<file path="config.mk">
export PLATFORM = sky130hd
export DESIGN_NAME = apb_spi_master_mc
export DESIGN_NICKNAME = d
export VERILOG_FILES = /design/src/rtl/apb_spi_master_mc.sv
export SDC_FILE = /design/constraint.sdc
export NUM_CORES = 1
export LEC_CHECK = 0
export ABC_AREA = 0
export BUFFER_PORTS_ARGS = -buffer_cell sky130_fd_sc_hd__buf_2
export CORE_MARGIN = 5
export CORE_UTILIZATION = 45
export DETAILED_ROUTE_END_ITERATION = 16
export MAX_ROUTING_LAYER = met4
export PLACE_DENSITY = 0.7
export REMOVE_ABC_BUFFERS = 1
export SYNTH_ARGS = -nofsm -noshare
export SYNTH_HDL_FRONTEND = slang
export SYNTH_SLANG_ARGS = --single-unit
export TNS_END_PERCENT = 50
</file>
<file path="constraint.sdc">
create_clock -name pclk -period 8.1 [get_ports pclk]
set_input_delay 2.025 -clock pclk [delete_from_list [all_inputs] [get_ports pclk]]
set_output_delay 2.025 -clock pclk [all_outputs]
set_load 0.05 [all_outputs]
</file>
<file path="src/rtl/apb_spi_master_mc.sv">
// apb_spi_master_mc: APB slave driving a multi-chip-select SPI master with TX/RX FIFOs,
// configurable frame width, CPOL/CPHA, bit order and runtime clock divider.
module apb_spi_master_mc #(
  parameter logic [31:0] BASE_ADDR = 32'h0,
  parameter int FIFO_DEPTH = 16,
  parameter int NUM_CS = 4,
  parameter int DATA_W = 8,
  parameter int CLK_FREC = 50000000,
  parameter int SCL_FREC = 9600
) (
  input  logic              pclk,
  input  logic              presetn,
  input  logic [31:0]       paddr,
  input  logic [2:0]        pprot,
  input  logic              psel,
  input  logic              penable,
  input  logic              pwrite,
  input  logic [31:0]       pwdata,
  input  logic [3:0]        pstrb,
  output logic              pready,
  output logic [31:0]       prdata,
  output logic              pslverr,
  input  logic              miso,
  output logic              mosi,
  output logic              scl,
  output logic [NUM_CS-1:0] cs
);
  localparam int AW = $clog2(FIFO_DEPTH);
  localparam int LW = AW + 1;
  localparam logic [15:0] DIV_RST = 16'(CLK_FREC / (2 * SCL_FREC) - 1);
  localparam logic [LW-1:0] FULL = LW'(FIFO_DEPTH);
  typedef enum logic [2:0] {IDLE, CS_SETUP, SHIFT, FRAME_END, CS_HOLD} state_t;
  state_t state, state_nx;
  logic [DATA_W-1:0] tx_mem [FIFO_DEPTH];
  logic [DATA_W-1:0] rx_mem [FIFO_DEPTH];
  logic [AW-1:0] tx_wp, tx_rp, rx_wp, rx_rp;
  logic [LW-1:0] tx_cnt, rx_cnt;
  logic [7:0] pend, pend_nx;
  logic [8:0] pend_sum;
  logic rx_ovf, lsb, cpha, cpol, hph, sclk, mosi_q, busy, cs_act;
  logic [4:0] len_m1, si, ni, tix, rix;
  logic [2:0] cs_idx;
  logic [15:0] div, cnt;
  logic [DATA_W-1:0] txd, rxd, frame;
  logic [5:0] e;
  logic [1:0] miso_s;
  logic [31:0] off, rdv;
  logic acc, err, ok, tx_push, rx_pop, pend_wr, ctrl_wr, div_wr, ovf_clr;
  logic tx_full, tx_empty, rx_full, rx_empty, half, last, work, more, load, tx_pop;
  logic pend_dec, rx_push, edge_t, samp, shft, unused;

  function automatic logic pick(input logic [DATA_W-1:0] f, input logic [4:0] i);
    pick = 1'b0;
    for (int k = 0; k < DATA_W; k++) if (5'(k) == i) pick = f[k];
  endfunction

  always_comb begin
    off = paddr - BASE_ADDR;
    acc = psel & penable;
    rdv = '0;
    err = 1'b0;
    case (off)
      32'h00: begin rdv = {tx_full, tx_empty, busy, 13'b0, 16'(tx_cnt)}; err = pwrite & tx_full; end
      32'h04: rdv = {rx_full, rx_empty, rx_ovf, 5'b0, pend, 16'(rx_cnt)};
      32'h08: begin rdv = 32'(rx_mem[rx_rp]); err = pwrite | rx_empty; end
      32'h0C: err = !pwrite;
      32'h10: begin
        rdv = {19'b0, len_m1, 1'b0, cs_idx, 1'b0, lsb, cpha, cpol};
        err = pwrite & (busy | ({27'b0, pwdata[12:8]} >= DATA_W) | ({29'b0, pwdata[6:4]} >= NUM_CS));
      end
      32'h14: begin rdv = {16'b0, div}; err = pwrite & busy; end
      default: err = 1'b1;
    endcase
  end

  assign ok = acc & !err;
  assign tx_push = ok & pwrite & (off == 32'h00);
  assign rx_pop = ok & !pwrite & (off == 32'h08);
  assign pend_wr = ok & pwrite & (off == 32'h0C);
  assign ctrl_wr = ok & pwrite & (off == 32'h10);
  assign div_wr = ok & pwrite & (off == 32'h14);
  assign ovf_clr = ok & pwrite & (off == 32'h04) & pwdata[29];
  assign pready = acc;
  assign pslverr = acc & err;
  assign prdata = (acc & !pwrite & !err) ? rdv : '0;
  assign unused = ^{pprot, pstrb, pwdata};

  assign tx_full = tx_cnt == FULL;
  assign tx_empty = tx_cnt == '0;
  assign rx_full = rx_cnt == FULL;
  assign rx_empty = rx_cnt == '0;
  assign half = cnt == div;
  assign last = e == {len_m1, 1'b1};
  assign work = !tx_empty | (pend != 8'd0);
  assign pend_dec = (state == FRAME_END) & (pend != 8'd0);
  assign pend_sum = {1'b0, pend} - {8'b0, pend_dec} + (pend_wr ? {1'b0, pwdata[7:0]} : 9'd0);
  assign pend_nx = pend_sum[8] ? 8'hFF : pend_sum[7:0];
  assign more = !tx_empty | (pend_nx != 8'd0);
  assign load = ((state == IDLE) & work) | ((state == FRAME_END) & more);
  assign tx_pop = load & !tx_empty;
  assign frame = tx_empty ? '0 : tx_mem[tx_rp];
  assign rx_push = pend_dec & !rx_full;
  // Even edges lead, odd edges trail; cpha selects which of the two samples.
  assign edge_t = (state == SHIFT) & half;
  assign samp = edge_t & (e[0] == cpha);
  assign shft = edge_t & (e[0] != cpha);
  assign si = e[5:1];
  assign ni = e[5:1] + {4'b0, e[0]};
  assign tix = lsb ? ni : len_m1 - ni;
  assign rix = lsb ? si : len_m1 - si;

  always_ff @(posedge pclk or negedge presetn)
    if (!presetn) state <= IDLE;
    else state <= state_nx;

  always_comb begin
    state_nx = state;
    case (state)
      IDLE:      state_nx = work ? CS_SETUP : IDLE;
      CS_SETUP:  state_nx = half ? SHIFT : CS_SETUP;
      SHIFT:     state_nx = (half & last) ? FRAME_END : SHIFT;
      FRAME_END: state_nx = more ? SHIFT : CS_HOLD;
      CS_HOLD:   state_nx = (half & hph) ? IDLE : CS_HOLD;
      default:   state_nx = IDLE;
    endcase
  end

  always_comb begin
    busy = state != IDLE;
    cs_act = (state == CS_SETUP) | (state == SHIFT) | (state == FRAME_END) | ((state == CS_HOLD) & !hph);
    cs = cs_act ? ~(NUM_CS'(1) << cs_idx) : '1;
    scl = sclk;
    mosi = mosi_q;
  end

  always_ff @(posedge pclk) begin
    if (tx_push) tx_mem[tx_wp] <= pwdata[DATA_W-1:0];
    if (rx_push) rx_mem[rx_wp] <= rxd;
  end

  always_ff @(posedge pclk or negedge presetn) begin
    if (!presetn) begin
      {tx_wp, tx_rp, rx_wp, rx_rp, tx_cnt, rx_cnt} <= '0;
      {pend, rx_ovf, len_m1, cs_idx, lsb, cpha, cpol} <= '0;
      div <= DIV_RST;
      {cnt, e, hph, sclk, mosi_q, miso_s, txd, rxd} <= '0;
    end else begin
      miso_s <= {miso_s[0], miso};
      if (tx_push) tx_wp <= tx_wp + 1'b1;
      if (tx_pop) tx_rp <= tx_rp + 1'b1;
      tx_cnt <= tx_cnt + {{AW{1'b0}}, tx_push} - {{AW{1'b0}}, tx_pop};
      if (rx_push) rx_wp <= rx_wp + 1'b1;
      if (rx_pop) rx_rp <= rx_rp + 1'b1;
      rx_cnt <= rx_cnt + {{AW{1'b0}}, rx_push} - {{AW{1'b0}}, rx_pop};
      pend <= pend_nx;
      if (pend_dec & rx_full) rx_ovf <= 1'b1;
      else if (ovf_clr) rx_ovf <= 1'b0;
      if (ctrl_wr) {len_m1, cs_idx, lsb, cpha, cpol} <= {pwdata[12:8], pwdata[6:4], pwdata[2:0]};
      if (div_wr) div <= pwdata[15:0];
      cnt <= (half | (state == IDLE) | (state == FRAME_END)) ? 16'd0 : cnt + 16'd1;
      hph <= (state == CS_HOLD) & (hph ^ half);
      if (state == IDLE) sclk <= cpol;
      if (edge_t) begin
        sclk <= ~sclk;
        e <= e + 6'd1;
      end
      if (shft) mosi_q <= pick(txd, tix);
      for (int k = 0; k < DATA_W; k++) if (samp && 5'(k) == rix) rxd[k] <= miso_s[1];
      if (load) begin
        txd <= frame;
        rxd <= '0;
        e <= '0;
        if (!cpha) mosi_q <= pick(frame, lsb ? 5'd0 : len_m1);
      end
    end
  end
endmodule

</file>
# Word-level counts from Yosys, hierarchy flattened
# Memories as Yosys holds them, arrays and structs flattened.
# Cells that the tools add are included.
# op_classes
add_sub_neg	15
magnitude_cmp	2
n_eq_ne	36
shifts	1
mux	55
bitwise_logic	44
n_reduce_logical	34
# op_table
op	count
32-bit one-hot mux with 5 select lines	1
32-bit by 4-bit equality test with 1-bit output (second input constant)	2
32-bit by 5-bit equality test with 1-bit output (second input constant)	2
3-bit by 5-bit equality test with 1-bit output (first input constant)	12
1-bit 2-to-1 mux	37
32-bit by 3-bit equality test with 1-bit output (second input constant)	1
32-bit logical NOT	1
32-bit 2-to-1 mux	1
8-bit 2-to-1 mux	4
1-bit bitwise AND	30
2-bit by 5-bit equality test with 1-bit output (first input constant)	6
5-bit logical NOT	5
2-bit nonzero test	11
16-bit by 1-bit adder with 16-bit output (second input constant)	1
4-bit by 1-bit adder with 4-bit output (second input constant)	4
16-bit equality test	1
16-bit 2-to-1 mux	1
8-bit nonzero test	2
5-bit by 1-bit adder with 5-bit output	3
1-bit by 5-bit equality test with 1-bit output (first input constant)	3
5-bit 2-to-1 mux	3
3-bit one-hot mux with 5 select lines	1
6-bit 2-to-1 mux	2
1-bit OR	11
other kinds (26)	42
# word_totals
register_bits	108
mem_bits_rw	256
input_bits	77
output_inout_bits	40
wordCells	219
mem_count	2
# mem_list
memory	depth	word_bits	read_ports	rd_clocked_by_memory_dff	write_ports	line_no	rtl
rx_mem	16	8	1	0	1	35	logic [DATA_W-1:0] rx_mem [FIFO_DEPTH];
tx_mem	16	8	1	0	1	34	logic [DATA_W-1:0] tx_mem [FIFO_DEPTH];

# Depth between registers and ports, before layout
# Gate-level depths: netlist of run 1.
# logic_depth
ltp_word	18
depth_mapped	29
mapped_depth_nobuf	29

# Worst setup path after synthesis of run 1
# Ideal clock, no wire load.
# synth_path
path_type	input-to-reg
start	in paddr[14]
end	reg tx_cnt[4]
setup_time_ps	125
t_arrival_ps	7025
t_required_ps	7975
setup_slack_ps	950
path_stages	27
path_buffers	0
cell_sequence	nor4_1 nand4_1 nor2_1 o2111ai_1 nor2_1 nand2_1 ha_1 inv_1 ha_1 fa_1 a211oi_1 o21ai_0 a211o_1 a21oi_1 a31oi_1 o21ai_1 inv_1 ha_1 inv_1 ha_1 inv_1 fa_1 inv_1 a21oi_1 nor2_1 nor2_1 xnor2_1
# synth_via
elab_chain_cells	15
word_cells_on_any_way	22
cone_classes	add/sub (3); eq/ne (5); mux (3); bitwise (8); reduce/logical (3)
# synth_rtl
element	line_no	rtl
start, declared	13	input logic [31:0] paddr,
32-bit by 5-bit equality test with 1-bit output, or another cell as far along	62	case (off)
1-bit one-hot mux with 6 select lines	62	
1-bit logical NOT	76	assign ok = acc & !err;
1-bit bitwise AND	76	
1-bit bitwise AND	79	assign pend_wr = ok & pwrite & (off == 32'h0C);
1-bit bitwise AND *	79	
8-bit 2-to-1 mux *	96	assign pend_sum = {1'b0, pend} - {8'b0, pend_dec} + (pend_wr ? {1'b0, pwdata[7:0]} : 9'd0);
9-bit by 8-bit adder with 9-bit output *	96	
8-bit 2-to-1 mux *	97	assign pend_nx = pend_sum[8] ? 8'hFF : pend_sum[7:0];
8-bit nonzero test *	98	assign more = !tx_empty | (pend_nx != 8'd0);
1-bit OR *	98	
1-bit bitwise AND *	99	assign load = ((state == IDLE) & work) | ((state == FRAME_END) & more);
1-bit OR *	99	
1-bit bitwise AND *	100	assign tx_pop = load & !tx_empty;
net tx_pop	49	logic tx_full, tx_empty, rx_full, rx_empty, half, last, work, more, load, tx_pop;
5-bit by 1-bit subtractor with 5-bit output *	151	tx_cnt <= tx_cnt + {{AW{1'b0}}, tx_push} - {{AW{1'b0}}, tx_pop};
end signal, assigned	151	
end, declared	37	logic [LW-1:0] tx_cnt, rx_cnt;
# The timed path passes the listed nets; every way through them passes the cells marked *.
# A chain may end at the register's enable or synchronous reset.

# Worst setup path after layout of run 1
# layout_path
start	in paddr[27]
end	reg tx_cnt[4]
# Same word-level chain as after synthesis.

==> flow_summary.yaml, run 1 <==
place:
  dp_hpwl_mm: 26.9
  gp_congestion: 0.872
  dp_slack_ps: 73.1
  numPortBuffers: 89
  dp.cells: 1765
synth:
  synth_cell_types: 72
  synth_edf_count: 256
  post_synth_main_area_contributors: "edfxtp_1 45%, dfrtp_1 15%, mux4_2 7.8%"
  synth_top_cell_by_area: "edfxtp_1"
  synthCells: 1193
  ys_seq_area_frac: 0.609
  synth.avg_cell_area_um2: 14.3
  synth_most_common_cell: "edfxtp_1"
  async_flop_share: 0.297
  syn_area_mm2: 0.0171
  yosys.area.top_type_share: 0.450
  synth_seq_cells: 364
  synth_common_cells: "256 x edfxtp_1, 102 x dfrtp_1, 72 x nor2_1, 68 x inv_1, 59 x mux4_2"
  synthFlopType: "edfxtp_1"
  yosysWarnings: 0
setup_path:
  crit_path_top_delay_cell: "a211oi_1"
  cp.arrival_ps: 7960
  slowest_delay_ps: 590
  crit_top_cell: "inv_1"
  required_ps: 8510
  reg2reg_depth: 27
  r2r_slack_ps: 1450
  end_kind: "flop"
  crit_path_max_fanout: 8
  worstSetupStartpointType: "input pin"
  r2r-start: "state[2]"
  worstReg2RegEnd: "tx_cnt[4]"
  crit_type: "in -> reg"
routing:
  routedWlPerCell_um: 21.3
  ant_nets: 0
  firstDrtPassIters: 5
  num_vias: 10400
  routed_wl_mm: 39.0
  vias_per_cell: 5.64
  drc: 0
  drtIter0Drc: 873
power_and_ir_drop:
  internal_power_mw: 2.99
  power_frac_comb: 0.015
  power.switching_uw: 754
  irDropWorstVdd_mv: 0.140
  p_seq_frac: 0.530
  cellPowerDensity_mw_per_mm2: 194
  clock_power_share: 0.455
  total_leakage_power_nw: 6.88
  p_sw_frac: 0.201
global_route:
  grt_use_total: 0.192
  antenna_found_initial: 3
  grt_overflow: 0
  grt_pass1_vias: 10300
  grt_pass1_wl_mm: 60.2
  grt_max_degree: 62
sta:
  rsz0062_at_grt: "no"
  hold_viol: 0
  min_period_ps: 7540
  setup_ws_ps: 557
  slew_viol_final: 0
  worst_pin_slew_ps: 1070
  clock_skew_ps: 29.5
  setup_viol: 0
  min_period_over_period: 0.931
  max_freq_mhz: 133
  relSlewSlack: 0.282
  timing.setup.tns_ps: 0
die:
  row_count: 71
  die_width_um: 205
  boundaryPins: 117
  die-area_mm2: 0.0419
  core_area_mm2: 0.0376
  dieHeight_um: 205
  initial_utilization: 0.454
clocking:
  cts_max_level: 2
  path_clk_slew_ps: 60
  cts_resized: 0
  clock_sinks: 364
  clock_path_buffers: 3
  cts_buffers: 38
  clk_latency_ps: 540
  cts_hold_buf: 0
  ctsRootBufferMaster: "clkbuf_16"
  post-cts-setup-buffer-count: 0
  cts_tree: "built"
worst_hold_path:
  min_path_type: "reg -> reg"
  hold_start: "miso_s[0]"
  min_to: "miso_s[1]"
  hold_depth: 0
layout:
  finalNonFillerCells: 1836
  utilization: 0.514
  syn_to_final_growth_pct: 13.1
  layout-drive-gt1-share: 0.214
  nFillCells: 3117
  final_nets: 1426
  multi_input_area_mm2: 0.00618
  seq_area_mm2: 0.0104
run_status:
  status: "finished clean"
flow_run:
  drv_cap: 0
-- logic make-up after synthesis --
| group | after synthesis | synth area share |
|---|---|---|
| mux | 140 | 0.136 |
| fa+ha+maj | 55 | 0.0425 |
| compound gates | 141 | 0.0547 |
| buf+inv | 124 | 0.0306 |
| flops | 364 | 0.609 |
| simple gates | 304 | 0.0941 |
| other cells | 1 | 0.000220 |
| xor+xnor | 64 | 0.0328 |
-- layout by cell type (no fill, tap or decap), types with 26 or more instances in the layout --
master / count
a21oi_1: 39
mux4_2: 59
edfxtp_1: 256
xnor2_1: 49
mux2i_1: 33
nand2_1: 48
dfrtp_1: 101
ha_1: 50
clkbuf_16: 38
mux2_2: 38
inv_1: 68
and2_1: 29
nor2_1: 72
nand3_1: 35
o21ai_0: 26
buf_2: 88
-- critical path: cells and delay by family --
family / cells / cell delay [ps]
xor gates and xnor gates: 1 / 110
adders and majority gates: 5 / 1600
buffers and inverters: 8 / 830
AOI/OAI and AO/OA: 8 / 2090
and+or+nand+nor: 7 / 1310
-- final cells by class --
cell class	instances	share of cell area
Clock inverter	23	0.0108
Inverter	69	0.0134
Timing Repair Buffer	112	0.0321
Sequential cell	364	0.538
Tap cell	511	0.0331
Multi-Input combinational cell	709	0.320
Clock buffer	47	0.0525
Antenna cell	1	0.000130
-- sequential cells by signal (all words and copies together), names as in the netlist, 5 cells and up --
signal / count
rx_mem: 128
tx_mem: 128
cnt: 16
div: 16
pend: 8
rxd: 8
txd: 8
e: 6
len_m1: 5
rx_cnt: 5
tx_cnt: 5
-- worst max path at each step --
| stage | startpoint | to | slack (ps) | cells past startpoint |
|---|---|---|---|---|
| global placement | paddr[27] | tx_cnt[4] | 150 | 29 |
| finish | paddr[27] | tx_cnt[4] | 560 | 29 |
| detailed placement | paddr[27] | tx_cnt[4] | 70 | 29 |
| floorplan | paddr[14] | tx_cnt[4] | 950 | 27 |
| global route | paddr[27] | tx_cnt[4] | 20 | 29 |
| CTS | paddr[27] | tx_cnt[4] | 600 | 29 |
-- power by group through the flow --
stage / Sequential, mW / Clock [mW] / Combinational (mW)
3_5_place_dp: 2.02 / 0 / 0.0559
4_1_cts: 1.99 / 1.74 / 0.0560
6_report: 1.99 / 1.71 / 0.0549
2_1_floorplan: 2.02 / 0 / 0.0112
3_3_place_gp: 2.02 / 0 / 0.0543
5_1_grt: 1.98 / 1.82 / 0.0604
-- through the flow --
step | power (mW) | instance area, um2 | hold WS, ps
floorplan | 2.04 | 16800 | 331
global placement | 2.08 | 18100 | 339
detailed placement | 2.08 | 18100 | 343
CTS | 3.78 | 19300 | 352
global route | 3.87 | 19300 | 361
finish | 3.75 | 19300 | 351
-- per-layer routing --
| metal | share of wire | wire length (um) | track usage | vias to the layer above |
|---|---|---|---|---|
| met5 | 0 | 0 | - | - |
| met4 | 0.015 | 589 | 0.0412 | 0 |
| met3 | 0.067 | 2610 | 0.0301 | 50 |
| met2 | 0.48 | 18700 | 0.302 | 357 |
| met1 | 0.44 | 17100 | 0.268 | 5213 |
| li1 | - | - | - | 4735 |
Note: power is estimated with default switching activity, not from simulation.
==> inputs of run 2 (changes only) <==
Settings changed: CELL_PAD_IN_SITES_DETAIL_PLACEMENT set to 1, CELL_PAD_IN_SITES_GLOBAL_PLACEMENT set to 1, CTS_BUF_LIST set to sky130_fd_sc_hd__clkbuf_4 sky130_fd_sc_hd__clkbuf_8, PLACE_DENSITY 0.7 to 0.8, SLEW_MARGIN set to 30.
==> flow_summary.yaml, run 2 (same netlist as run 1, synthesis figures left out) <==
die:
  die-area_mm2: 0.0419
  boundaryPins: 117
  dieHeight_um: 205
  row_count: 71
  core_area_mm2: 0.0376
  initial_utilization: 0.454
  die_width_um: 205
clocking:
  clk_latency_ps: 640
  clock_sinks: 364
  path_clk_slew_ps: 60
  cts_tree: "built"
  post-cts-setup-buffer-count: 0
  cts_hold_buf: 0
  clock_path_buffers: 3
  ctsRootBufferMaster: "clkbuf_8"
  cts_buffers: 57
  cts_max_level: 2
  cts_resized: 0
power_and_ir_drop:
  irDropWorstVdd_mv: 0.146
  total_leakage_power_nw: 6.98
  total_power_mw: 3.74
  cellPowerDensity_mw_per_mm2: 193
place:
  numPortBuffers: 89
  place_area_mm2: 0.0181
  dp_slack_ps: 221
  gp_congestion: 0.838
  dp_hpwl_mm: 30.9
run_status:
  status: "finished clean"
routing:
  routed_wl_mm: 44.0
  drc: 0
  firstDrtPassIters: 5
  drtIter0Drc: 660
  vias_per_cell: 5.68
  num_vias: 10700
  ant_nets: 0
  routedWlPerCell_um: 23.5
global_route:
  grt_overflow: 0
  grt_pass1_vias: 11600
  grt_pass1_wl_mm: 68.4
  antenna_found_initial: 2
  grt_max_degree: 78
  grt_use_total: 0.218
sta:
  min_period_over_period: 0.906
  rsz0062_at_grt: "no"
  clock_skew_ps: 30.3
  hold_viol: 0
  setup_ws_ps: 760
  setup_viol: 0
  slew_viol_final: 0
  relSlewSlack: 0.282
  whs_ps: 389
  max_freq_mhz: 136
  timing.setup.tns_ps: 0
  min_period_ps: 7340
  worst_pin_slew_ps: 1060
layout:
  final_nets: 1446
  layout_common_cells: "256 x edfxtp_1, 100 x dfrtp_1, 88 x buf_2"
  syn_to_final_growth_pct: 13.6
  final_common_cell: "edfxtp_1"
  layout-drive-gt1-share: 0.243
  fin_area_mm2: 0.0194
  reg.largest.list: "rx_mem: 128 flops, tx_mem: 128 flops"
setup_path:
  end_kind: "flop"
  crit_path_top_delay_cell: "a211oi_1"
  cp.arrival_ps: 7860
  critical_path.top_delay_family: "compound AO/OA/AOI/OAI gates"
  path_depth: 29
  slowest_delay_ps: 440
  crit_path_max_fanout: 13
  crit_buf_inv: 8
  reg2reg_depth: 31
  required_ps: 8620
  worstSetupStartpointType: "input pin"
  crit_top_cell: "inv_1"
  crit_type: "in -> reg"
worst_hold_path:
  hold_depth: 0
  min_path_type: "reg -> reg"
flow_run:
  drv_cap: 0
-- run 2: changes by cell type in the layout (fill, tap and decap cells not counted), moves of 2 or more --
cell | previous run | this run
clkbuf_1 | 6 | 0
clkbuf_8 | 3 | 66
inv_6 | 4 | 2
clkbuf_16 | 38 | 0
clkinv_2 | 5 | 10
clkbuf_4 | 0 | 17
-- run 2: worst paths after layout --
check	from	slack, ps	endpoint
min in group asynchronous	presetn	1360	tx_wp[2]
max	paddr[2]	760	tx_cnt[4]
max reg2reg	rx_cnt[2]	1580	tx_cnt[4]
min	miso_s[0]	390	miso_s[1]
min reg2reg	miso_s[0]	390	miso_s[1]
max in group asynchronous	presetn	5590	rx_cnt[0]
-- run 2: final cells by class --
| cell class | instances | area (um2) |
|---|---|---|
| Sequential cell | 364 | 10400 |
| Inverter | 69 | 259 |
| Clock buffer | 83 | 1040 |
| Antenna cell | 1 | 2.50 |
| Clock inverter | 25 | 234 |
| Tap cell | 511 | 639 |
| Fill cell | 3791 | 18200 |
| Timing Repair Buffer | 113 | 632 |
| Multi-Input combinational cell | 709 | 6200 |
-- run 2: metal layers --
metal | track usage | vias to the layer above | part of all wire
met1 | 0.288 | 5502 | 0.43
met4 | 0.0617 | 0 | 0.023
li1 | - | 4768 | -
met2 | 0.348 | 315 | 0.49
met5 | - | - | 0
met3 | 0.0435 | 67 | 0.061
-- run 2: through the flow --
step	utilization	instances
floorplan	-	1142
global placement	0.482	1766
detailed placement	0.482	1766
CTS	0.516	1874
global route	0.516	1875
finish	0.516	1875
-- run 2: power breakdown --
group / internal (mW) / total, mW / switching, mW
clock: 0.958 / 1.70 / 0.741
sequential: 1.99 / 1.99 / 0.000792
combinational: 0.0136 / 0.0557 / 0.0422
